===== src/rtl/pll_lock_reset_ctrl_pkg.sv =====
// Shared constants and the reset-sequencer state encoding for the WiMax PHY
// reset controller.
package pll_lock_reset_ctrl_pkg;

    localparam int PLL_SYNC_STAGES        = 2;
    localparam int PLL_LOCK_STABLE_CYCLES = 16;
    localparam int PHY_STAGE_GAP          = 4;
    localparam int NUM_PHY_STAGES         = 4;
    localparam int PLL_LOSS_CNT_W         = 8;

    typedef enum logic [1:0] {
        WAIT_LOCK = 2'd0,
        STABLE    = 2'd1,
        RELEASE   = 2'd2,
        RUN       = 2'd3
    } rst_seq_state_t;

    // Counter width able to hold 0..n-1, never narrower than one bit.
    function automatic int cnt_width(input int n);
        return (n > 1) ? $clog2(n) : 1;
    endfunction

endpackage


===== src/rtl/pll_lock_reset_ctrl_if.sv =====
// Lock/request inputs and per-stage reset/status outputs of the PHY reset
// controller.
interface pll_lock_reset_ctrl_if #(
    parameter int NUM_STAGES = 4,
    parameter int LOSS_CNT_W = 8
);
    logic                  pll_locked;
    logic                  sw_reset_req;
    logic [NUM_STAGES-1:0] stage_rst;
    logic                  phy_ready;
    logic [LOSS_CNT_W-1:0] lock_loss_cnt;
    logic                  locked_sync;

    modport master (
        output pll_locked,
        output sw_reset_req,
        input  stage_rst,
        input  phy_ready,
        input  lock_loss_cnt,
        input  locked_sync
    );

    modport slave (
        input  pll_locked,
        input  sw_reset_req,
        output stage_rst,
        output phy_ready,
        output lock_loss_cnt,
        output locked_sync
    );
endinterface


===== src/rtl/pll_lock_reset_ctrl_cdc_bit_sync.sv =====
// Multi-flop synchroniser for a single asynchronous level signal; clears to 0
// on reset.
module cdc_bit_sync
    import pll_lock_reset_ctrl_pkg::*;
#(
    parameter int SYNC_STAGES = PLL_SYNC_STAGES
) (
    input  logic clk,
    input  logic rst,
    input  logic d,
    output logic q
);

    logic [SYNC_STAGES-1:0] chain_reg;

    always_ff @(posedge clk or posedge rst) begin
        if (rst) begin
            chain_reg <= '0;
        end else begin
            chain_reg <= {chain_reg[SYNC_STAGES-2:0], d};
        end
    end

    assign q = chain_reg[SYNC_STAGES-1];

endmodule


===== src/rtl/pll_lock_reset_ctrl.sv =====
// Qualifies PLL lock and releases the PHY stage resets one by one, re-asserting
// them all on lock loss or software request.
module pll_lock_reset_ctrl
    import pll_lock_reset_ctrl_pkg::*;
#(
    parameter int SYNC_STAGES        = PLL_SYNC_STAGES,
    parameter int LOCK_STABLE_CYCLES = PLL_LOCK_STABLE_CYCLES,
    parameter int STAGE_GAP_CYCLES   = PHY_STAGE_GAP,
    parameter int NUM_STAGES         = NUM_PHY_STAGES,
    parameter int LOSS_CNT_W         = PLL_LOSS_CNT_W
) (
    input  logic                  clk,
    input  logic                  rst,
    pll_lock_reset_ctrl_if.slave  bus
);

    localparam int STABLE_W = cnt_width(LOCK_STABLE_CYCLES);
    localparam int GAP_W    = cnt_width(STAGE_GAP_CYCLES);
    localparam int IDX_W    = cnt_width(NUM_STAGES);

    localparam logic [STABLE_W-1:0] STABLE_LAST = STABLE_W'(LOCK_STABLE_CYCLES - 1);
    localparam logic [GAP_W-1:0]    GAP_LAST    = GAP_W'(STAGE_GAP_CYCLES - 1);
    localparam logic [IDX_W-1:0]    IDX_LAST    = IDX_W'(NUM_STAGES - 1);

    rst_seq_state_t state_reg, state_next;
    logic [STABLE_W-1:0]   stable_cnt_reg, stable_cnt_next;
    logic [GAP_W-1:0]      gap_cnt_reg, gap_cnt_next;
    logic [IDX_W-1:0]      stage_idx_reg, stage_idx_next;
    logic [NUM_STAGES-1:0] stage_rst_reg, stage_rst_next;
    logic                  phy_ready_reg, phy_ready_next;
    logic [LOSS_CNT_W-1:0] loss_cnt_reg, loss_cnt_next;
    logic                  locked_sync_reg;
    logic                  sync_out;

    cdc_bit_sync #(
        .SYNC_STAGES (SYNC_STAGES)
    ) u_lock_sync (
        .clk (clk),
        .rst (rst),
        .d   (bus.pll_locked),
        .q   (sync_out)
    );

    // Extra register stage so the FSM and the status port see the same value.
    always_ff @(posedge clk or posedge rst) begin
        if (rst) begin
            locked_sync_reg <= 1'b0;
        end else begin
            locked_sync_reg <= sync_out;
        end
    end

    always_ff @(posedge clk or posedge rst) begin
        if (rst) begin
            state_reg      <= WAIT_LOCK;
            stable_cnt_reg <= '0;
            gap_cnt_reg    <= '0;
            stage_idx_reg  <= '0;
            stage_rst_reg  <= '1;
            phy_ready_reg  <= 1'b0;
            loss_cnt_reg   <= '0;
        end else begin
            state_reg      <= state_next;
            stable_cnt_reg <= stable_cnt_next;
            gap_cnt_reg    <= gap_cnt_next;
            stage_idx_reg  <= stage_idx_next;
            stage_rst_reg  <= stage_rst_next;
            phy_ready_reg  <= phy_ready_next;
            loss_cnt_reg   <= loss_cnt_next;
        end
    end

    always_comb begin
        state_next      = state_reg;
        stable_cnt_next = stable_cnt_reg;
        gap_cnt_next    = gap_cnt_reg;
        stage_idx_next  = stage_idx_reg;
        stage_rst_next  = stage_rst_reg;
        phy_ready_next  = phy_ready_reg;
        loss_cnt_next   = loss_cnt_reg;

        unique case (state_reg)
            WAIT_LOCK: begin
                stage_rst_next = '1;
                phy_ready_next = 1'b0;
                if (locked_sync_reg) begin
                    state_next      = STABLE;
                    stable_cnt_next = '0;
                end
            end

            STABLE: begin
                if (!locked_sync_reg || bus.sw_reset_req) begin
                    state_next = WAIT_LOCK;
                end else if (stable_cnt_reg == STABLE_LAST) begin
                    state_next     = RELEASE;
                    gap_cnt_next   = '0;
                    stage_idx_next = '0;
                end else begin
                    stable_cnt_next = stable_cnt_reg + STABLE_W'(1);
                end
            end

            RELEASE, RUN: begin
                // Lock loss takes priority so a coincident request still counts.
                if (!locked_sync_reg || bus.sw_reset_req) begin
                    state_next     = WAIT_LOCK;
                    stage_rst_next = '1;
                    phy_ready_next = 1'b0;
                    if (!locked_sync_reg && (loss_cnt_reg != '1)) begin
                        loss_cnt_next = loss_cnt_reg + LOSS_CNT_W'(1);
                    end
                end else if (state_reg == RELEASE) begin
                    if (gap_cnt_reg == GAP_LAST) begin
                        gap_cnt_next   = '0;
                        stage_rst_next = stage_rst_reg & ~(NUM_STAGES'(1) << stage_idx_reg);
                        if (stage_idx_reg == IDX_LAST) begin
                            state_next     = RUN;
                            phy_ready_next = 1'b1;
                        end else begin
                            stage_idx_next = stage_idx_reg + IDX_W'(1);
                        end
                    end else begin
                        gap_cnt_next = gap_cnt_reg + GAP_W'(1);
                    end
                end
            end

            default: begin
                state_next = WAIT_LOCK;
            end
        endcase
    end

    assign bus.stage_rst     = stage_rst_reg;
    assign bus.phy_ready     = phy_ready_reg;
    assign bus.lock_loss_cnt = loss_cnt_reg;
    assign bus.locked_sync   = locked_sync_reg;

endmodule


===== src/flat_wrapper.sv =====
// flat-port wrapper written by rule: the top's interface ports become plain ports
module pll_lock_reset_ctrl_flat import pll_lock_reset_ctrl_pkg::*;
#(
    parameter int SYNC_STAGES        = PLL_SYNC_STAGES,
    parameter int LOCK_STABLE_CYCLES = PLL_LOCK_STABLE_CYCLES,
    parameter int STAGE_GAP_CYCLES   = PHY_STAGE_GAP,
    parameter int NUM_STAGES         = NUM_PHY_STAGES,
    parameter int LOSS_CNT_W         = PLL_LOSS_CNT_W
)
  (clk, rst, bus_pll_locked, bus_sw_reset_req, bus_stage_rst, bus_phy_ready, bus_lock_loss_cnt, bus_locked_sync);
  pll_lock_reset_ctrl_if #(.NUM_STAGES(NUM_STAGES), .LOSS_CNT_W(LOSS_CNT_W)) bus_i ();
  input  logic clk;
  input  logic rst;
  input wire logic [$bits(bus_i.pll_locked)-1:0] bus_pll_locked;
  input wire logic [$bits(bus_i.sw_reset_req)-1:0] bus_sw_reset_req;
  output wire logic [$bits(bus_i.stage_rst)-1:0] bus_stage_rst;
  output wire logic [$bits(bus_i.phy_ready)-1:0] bus_phy_ready;
  output wire logic [$bits(bus_i.lock_loss_cnt)-1:0] bus_lock_loss_cnt;
  output wire logic [$bits(bus_i.locked_sync)-1:0] bus_locked_sync;
  assign bus_i.pll_locked = bus_pll_locked;
  assign bus_i.sw_reset_req = bus_sw_reset_req;
  assign bus_stage_rst = bus_i.stage_rst;
  assign bus_phy_ready = bus_i.phy_ready;
  assign bus_lock_loss_cnt = bus_i.lock_loss_cnt;
  assign bus_locked_sync = bus_i.locked_sync;
  pll_lock_reset_ctrl #(.SYNC_STAGES(SYNC_STAGES), .LOCK_STABLE_CYCLES(LOCK_STABLE_CYCLES), .STAGE_GAP_CYCLES(STAGE_GAP_CYCLES), .NUM_STAGES(NUM_STAGES), .LOSS_CNT_W(LOSS_CNT_W)) u_core (.clk(clk), .rst(rst), .bus(bus_i));
endmodule

===== config.mk =====
export PLATFORM = sky130hd
export DESIGN_NAME = pll_lock_reset_ctrl_flat
export DESIGN_NICKNAME = d
export VERILOG_FILES = /design/src/rtl/pll_lock_reset_ctrl_pkg.sv /design/src/rtl/pll_lock_reset_ctrl_if.sv /design/src/rtl/pll_lock_reset_ctrl_cdc_bit_sync.sv /design/src/rtl/pll_lock_reset_ctrl.sv /design/src/flat_wrapper.sv
export SDC_FILE = /design/constraint.sdc
export NUM_CORES = 1
export LEC_CHECK = 0
export ABC_AREA = 0
export CAP_MARGIN = 40
export CORE_UTILIZATION = 55
export DETAILED_ROUTE_END_ITERATION = 16
export PLACE_DENSITY_LB_ADDON = 0.2
export SETUP_SLACK_MARGIN = 0.2
export SLEW_MARGIN = 20
export SYNTH_ARGS = -nofsm -noshare
export SYNTH_HDL_FRONTEND = slang
export SYNTH_HIERARCHICAL = 1
export SYNTH_SLANG_ARGS = --single-unit
export TNS_END_PERCENT = 30

===== constraint.sdc =====
create_clock -name clk -period 5.2 [get_ports clk]
set_input_delay 1.56 -clock clk [delete_from_list [all_inputs] [get_ports clk]]
set_output_delay 1.56 -clock clk [all_outputs]
set_load 0.1 [all_outputs]

After elaboration in Yosys (flattened, before gate mapping):

Index checks and enable logic that the tools add are counted.
W data, S select, Z words.

* register bits after elaboration: 26
* input port bits: 4
* output and inout bits: 14

* bitwise logic cells: 2
* eq/ne operators: 19
* reduce and logical (&&, ||, !) cells: 15
* mux-type cells: 32
* shift-type cells: 1
* add/sub/neg operators: 4

Operators with widths (number)
* $mux W2: 16
* $mux W4: 6
* $pmux W4 S2: 2
* $ne A3 B1 Y1 const B: 4
* $reduce_and A5 Y1: 2
* $add A8 B1 Y8 const B: 1
* $eq A2 B2 Y1 const B: 4
* $ne A2 B1 Y1 const B: 4
* $ne A2 B2 Y1 const B: 4
* $ne A8 B8 Y1 const B: 1
* $pmux W2 S2: 2
* $reduce_and A4 Y1: 2
* $reduce_and A7 Y1: 1
* $pmux W2 S3: 1
* $reduce_and A3 Y1: 2
* $reduce_bool A2 Y1: 3
* $add A2 B1 Y2 const B: 2
* $add A4 B1 Y4 const B: 1
* $and A4 B4 Y4: 1
* $eq A4 B4 Y1 const B: 1
* $mux W1: 4
* $not A4 Y4: 1
* $shl A1 B2 Y4 const A: 1
* $eq A2 B1 Y1 const B: 1
* other kinds (6): 6

Longest topological paths before layout:

Gate-level depths: netlist (run 1).

* depth after elaboration: 7
* mapped depth: 6
* gate-level depth less buffers: 6

By module:

Netlist (run 1), hierarchy kept.

Modules (own cells, without submodules)
* pll_lock_reset_ctrl: area each 1358.8 um^2, seq. area each 605.6 um^2, instances 1, cells each 132
* cdc_bit_sync: area each 53.8 um^2, seq. area each 50.0 um^2, instances 1, cells each 3

Worst setup path before layout (run 1):

OpenSTA, ideal clock, no wires.

* path kind: input -> register
* start: input port bus_sw_reset_req
* end: register u_core.stable_cnt_reg[3]
* cell stages on the path: 4
* path slack: 2515 ps
* path buffers: 0
* arrival: 2566 ps
* cell sequence: nand2b_2 or4_4 xnor2_1 and2_1

* word-level cells in the longest chain between the ends: 3

RTL lines
* from (decl): line flat_wrapper.sv:15 `input wire logic [$bits(bus_i.sw_reset_req)-1:0] bus_sw_reset_req;`
* $logic_or A1 B1 Y1: line pll_lock_reset_ctrl.sv:93 `if (!locked_sync_reg || bus.sw_reset_req) begin`
* $ne A2 B2 Y1 (no source line)
* $reduce_and A4 Y1 (no source line)
* to (signal assigned): line pll_lock_reset_ctrl.sv:64 `stable_cnt_reg <= stable_cnt_next;`
* to (decl): line pll_lock_reset_ctrl.sv:26 `logic [STABLE_W-1:0] stable_cnt_reg, stable_cnt_next;`

No other way between the ends.
A chain may end at the register's enable or synchronous reset.

Worst setup path after layout (run 1):

* start: register u_core.locked_sync_reg, in the netlist u_core/bus.locked_sync
* end: output port bus_locked_sync

RTL lines
* from (decl): line pll_lock_reset_ctrl.sv:32 `logic locked_sync_reg;`
* from (signal assigned): line pll_lock_reset_ctrl.sv:49 `locked_sync_reg <= sync_out;`
* to (decl): line flat_wrapper.sv:19 `output wire logic [$bits(bus_i.locked_sync)-1:0] bus_locked_sync;`

No word-level cell between the ends.

==> metrics.txt, run 1 <==
drt first pass iters=6; Synth Area in Simple Gates=19.9%; Hold Crit Class=flip-flop to flip-flop; Synth Warn #=6; Die Y=52.7 um; Adder-Cell Fraction of Synth Area=9.74%; CTS Hold Bufs=0; GPL Wtd Cong=0.853; max-cap violation count=0; gr ovfl total=0; Via-to-Cell Ratio=5.72; status=complete, no violations; Initial Util=57.5%; Main synth FF type=dfrtp_1; Port Buf Inserts=17; Crit. End Element=primary output; Reg area=656 um^2; Vias=approximately 1100; unrepaired setup endpoints after global routing=no; Setup crit end=bus_locked_sync; post-DP HPWL=around 2300 um; Worst EP required=3640 ps; Final min period=~3200 ps; Top delay family on crit path=buffers and inverters; Compound-Gate Fraction of Synth Area=~13%; r2r startpoint=u_core/state_reg[1]$_DFFE_PP0P_; clk buf depth=2; period utilization=61.2%; EDFF count, synth=0; P_leak=around 0.00089 uW; area taken by multi-input logic gates=a little over 700 um^2; synth cell count leaders=22 x dfrtp_1, 13 x nand3_1, 11 x ha_1, 8 x inv_1, 8 x nor2_1; endpoints failing hold=0; maximum VDD drop=0.000528 V; Yosys cell types=37; final setup fails=0; antenna-violating nets left=0; flop2flop setup slack=3240 ps; setup repair bufs after CTS=0; initial antenna violation count=0; row count=18; largest net degree at the start of global routing=15; xor and xnor area share after synthesis=3.72%; hold_ws=367 ps; Max Slew Vio Count=0; Final Power=814 uW; post-synthesis cell count=135; full die area=2780 um^2; io pins=18; vias in the first global route=1139; most common cell in the netlist=dfrtp_1; R2R cell count=6; DRC marker count from the first detailed-route iteration=18; largest family of logic cells by synthesized area=simple AND/OR/NAND/NOR gates; stages on the worst setup path=2; final setup TNS=0 ps; Post-Syn Area per Cell=10.5 um^2; WL final=around 2900 um; Slew headroom=68.4%; Max Freq=314 MHz; Resize count post-CTS=0; number of synthesized register bits=26; first-pass GRT wire length=slightly below 5000 um; Synth area leaders=dfrtp_1 39%, ha_1 9.7%, dfstp_2 7.4%; Yosys top cell by area=dfrtp_1; Worst Setup SP=u_core/bus.locked_sync$_DFF_PP0_; Post-Syn Area=approximately 1400 um^2; crit start category=flip-flop; root buffer cell=clkbuf_4; mux share of post-synthesis cell area=between 5 and 6%; Power per Cell Area=435 nW/um^2; Seq/Total Area, Yosys=roughly 46%; Worst path slowest cell=clkdlybuf4s50_1; area share of the largest cell type after synthesis=slightly below 40%; capture point of the worst reg-to-reg path=u_core/stable_cnt_reg[3]$_DFFE_PP0P_; CTS tree=done; crit path cell chain=clkdlybuf4s50_1, buf_8; P&R area growth vs syn=32.5%; ANT cells=0; Reg clk slew, reported paths=150 ps; worst path bufs/invs=2; core region area=2450 um^2; critical-path maximum fanout=9; skew final=20.9 ps; Layout fillers=approximately 180; slowest stage delay, CP=570 ps; crit path DAT=1620 ps; DRC Markers=0; max reg flops=8; TritonCTS Buffers=3; Worst-Skew Late Latency=330 ps; share of layout cells above drive strength 1=approximately 18%; drt wl/cell=approximately 14 um; post-synthesis net count=150; die extent in x=around 53 um; CP Class=flip-flop to primary output; clock sinks=26; Slew @ Worst Pin=roughly 470 ps; H-Tree Depth=1; Post-synth ARST share=100%; nets=187; GRT Total Usage=24.7%
worst min path at each step:
stage | end | startpoint | cells past startpoint
floorplan | u_core/bus.locked_sync$_DFF_PP0_ | u_core/u_lock_sync/chain_reg[1]$_DFF_PP0_ | 0
global placement | u_core/u_lock_sync/chain_reg[1]$_DFF_PP0_ | u_core/u_lock_sync/chain_reg[0]$_DFF_PP0_ | 0
detailed placement | u_core/u_lock_sync/chain_reg[1]$_DFF_PP0_ | u_core/u_lock_sync/chain_reg[0]$_DFF_PP0_ | 0
CTS | u_core/u_lock_sync/chain_reg[1]$_DFF_PP0_ | u_core/u_lock_sync/chain_reg[0]$_DFF_PP0_ | 0
global route | u_core/bus.locked_sync$_DFF_PP0_ | u_core/u_lock_sync/chain_reg[1]$_DFF_PP0_ | 0
finish | u_core/bus.locked_sync$_DFF_PP0_ | u_core/u_lock_sync/chain_reg[1]$_DFF_PP0_ | 0
per-stage QoR:
stage	worst slack [ps]	instance area, um^2	util [%]	instances
5_1_grt	1920	1870	76.2	201
2_1_floorplan	2510	1410	-	135
3_5_place_dp	1880	1850	75.2	197
6_report	2020	1870	76.2	201
4_1_cts	2020	1870	76.2	201
3_3_place_gp	1950	1620	66.0	182
cells in the final DEF (no fill, tap or decap), types with 3 or more instances in the layout:
master	Yosys	routed
a21o_1	4	4
a21oi_1	6	6
and3_1	5	5
buf_8	0	15
clkbuf_4	0	3
clkdlybuf4s50_1	0	17
dfrtp_1	22	22
dfstp_2	4	4
ha_1	11	11
inv_1	8	8
mux2_1	3	3
mux2_2	3	3
nand2_1	5	5
nand3_1	13	13
nor2_1	8	8
nor2b_1	4	4
o21ai_0	5	5
xor2_1	4	4
layer usage:
layer | vias up | routed length [um] | GRT usage (%)
met5 | - | 0 | 0
met4 | 0 | 31 | 7.89
met3 | 4 | 105 | 4.64
met2 | 35 | 1470 | 43.7
met1 | 552 | 1280 | 29.8
li1 | 558 | - | -
area by class of cell:
class	instances	share of cell area, %
Sequential cell	26	35.0
Tap cell	30	2.01
Clock buffer	4	1.40
Timing Repair Buffer	32	21.1
Multi-Input combinational cell	101	38.8
Inverter	8	1.60
worst reg2reg max path, delay by kind of cell (launching register included):
kind / cells / cell delay [ps]
buffers and inverters: 2 / 290
XOR/XNOR: 1 / 130
AND/OR/NAND/NOR: 2 / 700
adder cells (fa/ha/maj): 1 / 270
flip-flops: 1 / 500
power breakdown:
group	leakage, uW	total, uW	switching, uW	internal (uW)
registers	0.000333	288	43.8	244
clock network	0.0000150	90.2	60.2	30.1
logic	0.000544	436	264	172
kinds of logic after synthesis:
logic type,count (synthesis)
AO/OA/AOI/OAI,27
XOR/XNOR,6
adder cells (fa/ha/maj),11
buffers and inverters,8
flip-flops,26
multiplexers,7
AND/OR/NAND/NOR,50
(Power assumes the default switching activity.)
==> run 2: changes to the inputs <==
--- a/config.mk
+++ b/config.mk
@@ -7,7 +7,7 @@
 export LEC_CHECK = 0
 export ABC_AREA = 0
 export CAP_MARGIN = 40
-export CORE_UTILIZATION = 55
+export CORE_UTILIZATION = 54
 export DETAILED_ROUTE_END_ITERATION = 16
 export PLACE_DENSITY_LB_ADDON = 0.2
 export SETUP_SLACK_MARGIN = 0.2
==> constraint.sdc (replaced) <==
create_clock -name clk -period 3 [get_ports clk]
set_input_delay 0.9 -clock clk [delete_from_list [all_inputs] [get_ports clk]]
set_output_delay 0.9 -clock clk [all_outputs]
set_load 0.1 [all_outputs]
==> metrics.txt, run 2 (synthesis results as in run 1) <==
status=complete, no violations; worst path bufs/invs=1 (-1); Max Slew Vio Count=0 (unchanged); drt wl/cell=13.2 um (-7.8%); max reg flops=8 (unchanged); Worst path slowest cell=clkdlybuf4s50_1; maximum VDD drop=0.000882 V (+67%); drt first pass iters=4 (-2); full die area=2820 um^2 (+1.8%); Worst-Skew Late Latency=320 ps (about the same); io pins=18 (unchanged); P&R area growth vs syn=14.6%; R2R cell count=6 (unchanged); final setup TNS=0 ps (unchanged); Vias=1039 (-9.6%); Top delay family on crit path=buffers and inverters; DRC Markers=0 (unchanged); nets=173 (-7.5%); initial antenna violation count=0 (unchanged); Layout fillers=214 (+18%); TritonCTS Buffers=3 (unchanged); gr ovfl total=0 (unchanged); Crit. End Element=flip-flop; post-DP HPWL=1870 um (-18%); DRC marker count from the first detailed-route iteration=11 (-7); Resize count post-CTS=0 (unchanged); Die Y=53.1 um (+0.88%); row count=18 (unchanged); Power per Cell Area=796 nW/um^2 (+83%); Via-to-Cell Ratio=5.56 (-2.8%); antenna-violating nets left=0 (unchanged); commonest non-fill, non-tap cell in the layout=dfrtp_1; final setup fails=0 (unchanged); P_leak=0.000803 uW (-9.9%); WL final=2480 um (-14%); largest net degree at the start of global routing=25 (+10); dpl cell area=1590 um^2 (-14%); final core occ=65.4% (-11 points); clock sinks=26 (unchanged); root buffer cell=clkbuf_4; Hold Crit Class=flip-flop to flip-flop; vias in the first global route=987 (-13%); Final min period=2300 ps; skew final=12.3 ps (-8.68 ps); period utilization=between 70% and 80%; unrepaired setup endpoints after global routing=no; critical-path maximum fanout=7 (-2); share of layout cells above drive strength 1=19.1% (+1.6 points); Initial Util=57.0% (-0.52 points); Max Freq=436 MHz; CTS Hold Bufs=0 (unchanged); max-cap violation count=0 (unchanged); die extent in x=53.1 um (+0.88%); area taken by multi-input logic gates=727 um^2 (unchanged); setup repair bufs after CTS=0 (unchanged); first-pass GRT wire length=4230 um (-14%); clk buf depth=2 (unchanged); Slew @ Worst Pin=387 ps (-86.5 ps); CP Class=primary input to flip-flop; crit path cell chain=clkdlybuf4s50_1, and2b_1, o211a_1, nor2_1, mux2_1; CTS tree=done; endpoints failing hold=0 (unchanged); Slew headroom=73.9% (+5.5 points); Port Buf Inserts=17 (unchanged); H-Tree Depth=1 (unchanged); flop2flop setup slack=1060 ps (-2180 ps); GRT Total Usage=20.9% (-3.8 points); core region area=2480 um^2 (+0.92%); crit start category=primary input; ANT cells=0 (unchanged); worst hold path depth=0 (unchanged); Reg area=656 um^2 (unchanged); Reg clk slew, reported paths=140 ps (about the same); stages on the worst setup path=5 (+3); slowest stage delay, CP=530 ps (-40 ps); GPL Wtd Cong=0.838 (-1.8%); crit path DAT=2500 ps (+880 ps); Worst EP required=3210 ps (-430 ps); commonest non-fill, non-tap cells in the layout=22 x dfrtp_1, 15 x buf_4, 13 x nand3_1, 11 x ha_1; Final Cell Area=1620 um^2 (-14%)
run 2: per-stage QoR:
stage	total power, uW	setup slack (ps)	cells	hold slack [ps]
6_report	1290	704	187	379
2_1_floorplan	1020	825	135	331
3_3_place_gp	1130	419	183	340
3_5_place_dp	1140	363	183	350
5_1_grt	1380	658	187	391
4_1_cts	1300	708	187	380
run 2: worst paths after layout:
path,end,from
max,u_core/gap_cnt_reg[0]$_DFFE_PP0P_,bus_sw_reset_req
max in group asynchronous,u_core/bus.stage_rst[0]$_DFFE_PP1P_,rst
min in group asynchronous,u_core/u_lock_sync/chain_reg[1]$_DFF_PP0_,rst
max reg2reg,u_core/stable_cnt_reg[3]$_DFFE_PP0P_,u_core/state_reg[1]$_DFFE_PP0P_
min,u_core/bus.locked_sync$_DFF_PP0_,u_core/u_lock_sync/chain_reg[1]$_DFF_PP0_
min reg2reg,u_core/bus.locked_sync$_DFF_PP0_,u_core/u_lock_sync/chain_reg[1]$_DFF_PP0_
run 2: area by class of cell:
class	count	share of cell area (%)
tap	30	2.32
timing repair buffer	18	8.81
multi-input combinational	101	44.9
inverter	8	1.85
clock buffer	4	1.62
sequential	26	40.5
run 2: where the power goes:
part / total [uW] / leakage [uW] / internal (uW) / switching [uW]
Clock: 152 / 0.0000150 / 51.9 / 100
Sequential: 494 / 0.000333 / 423 / 71.4
Combinational: 643 / 0.000455 / 211 / 432
Total: 1290 / 0.000803 / 686 / 603
run 2: per-layer routing:
layer | track usage, % | part of all wire (%) | vias up
met3 | 4.02 | 4.0 | 2
met2 | 34.8 | 50 | 21
li1 | - | - | 527
met5 | 0 | 0 | -
met4 | 9.21 | 0.77 | 0
met1 | 25.9 | 45 | 489
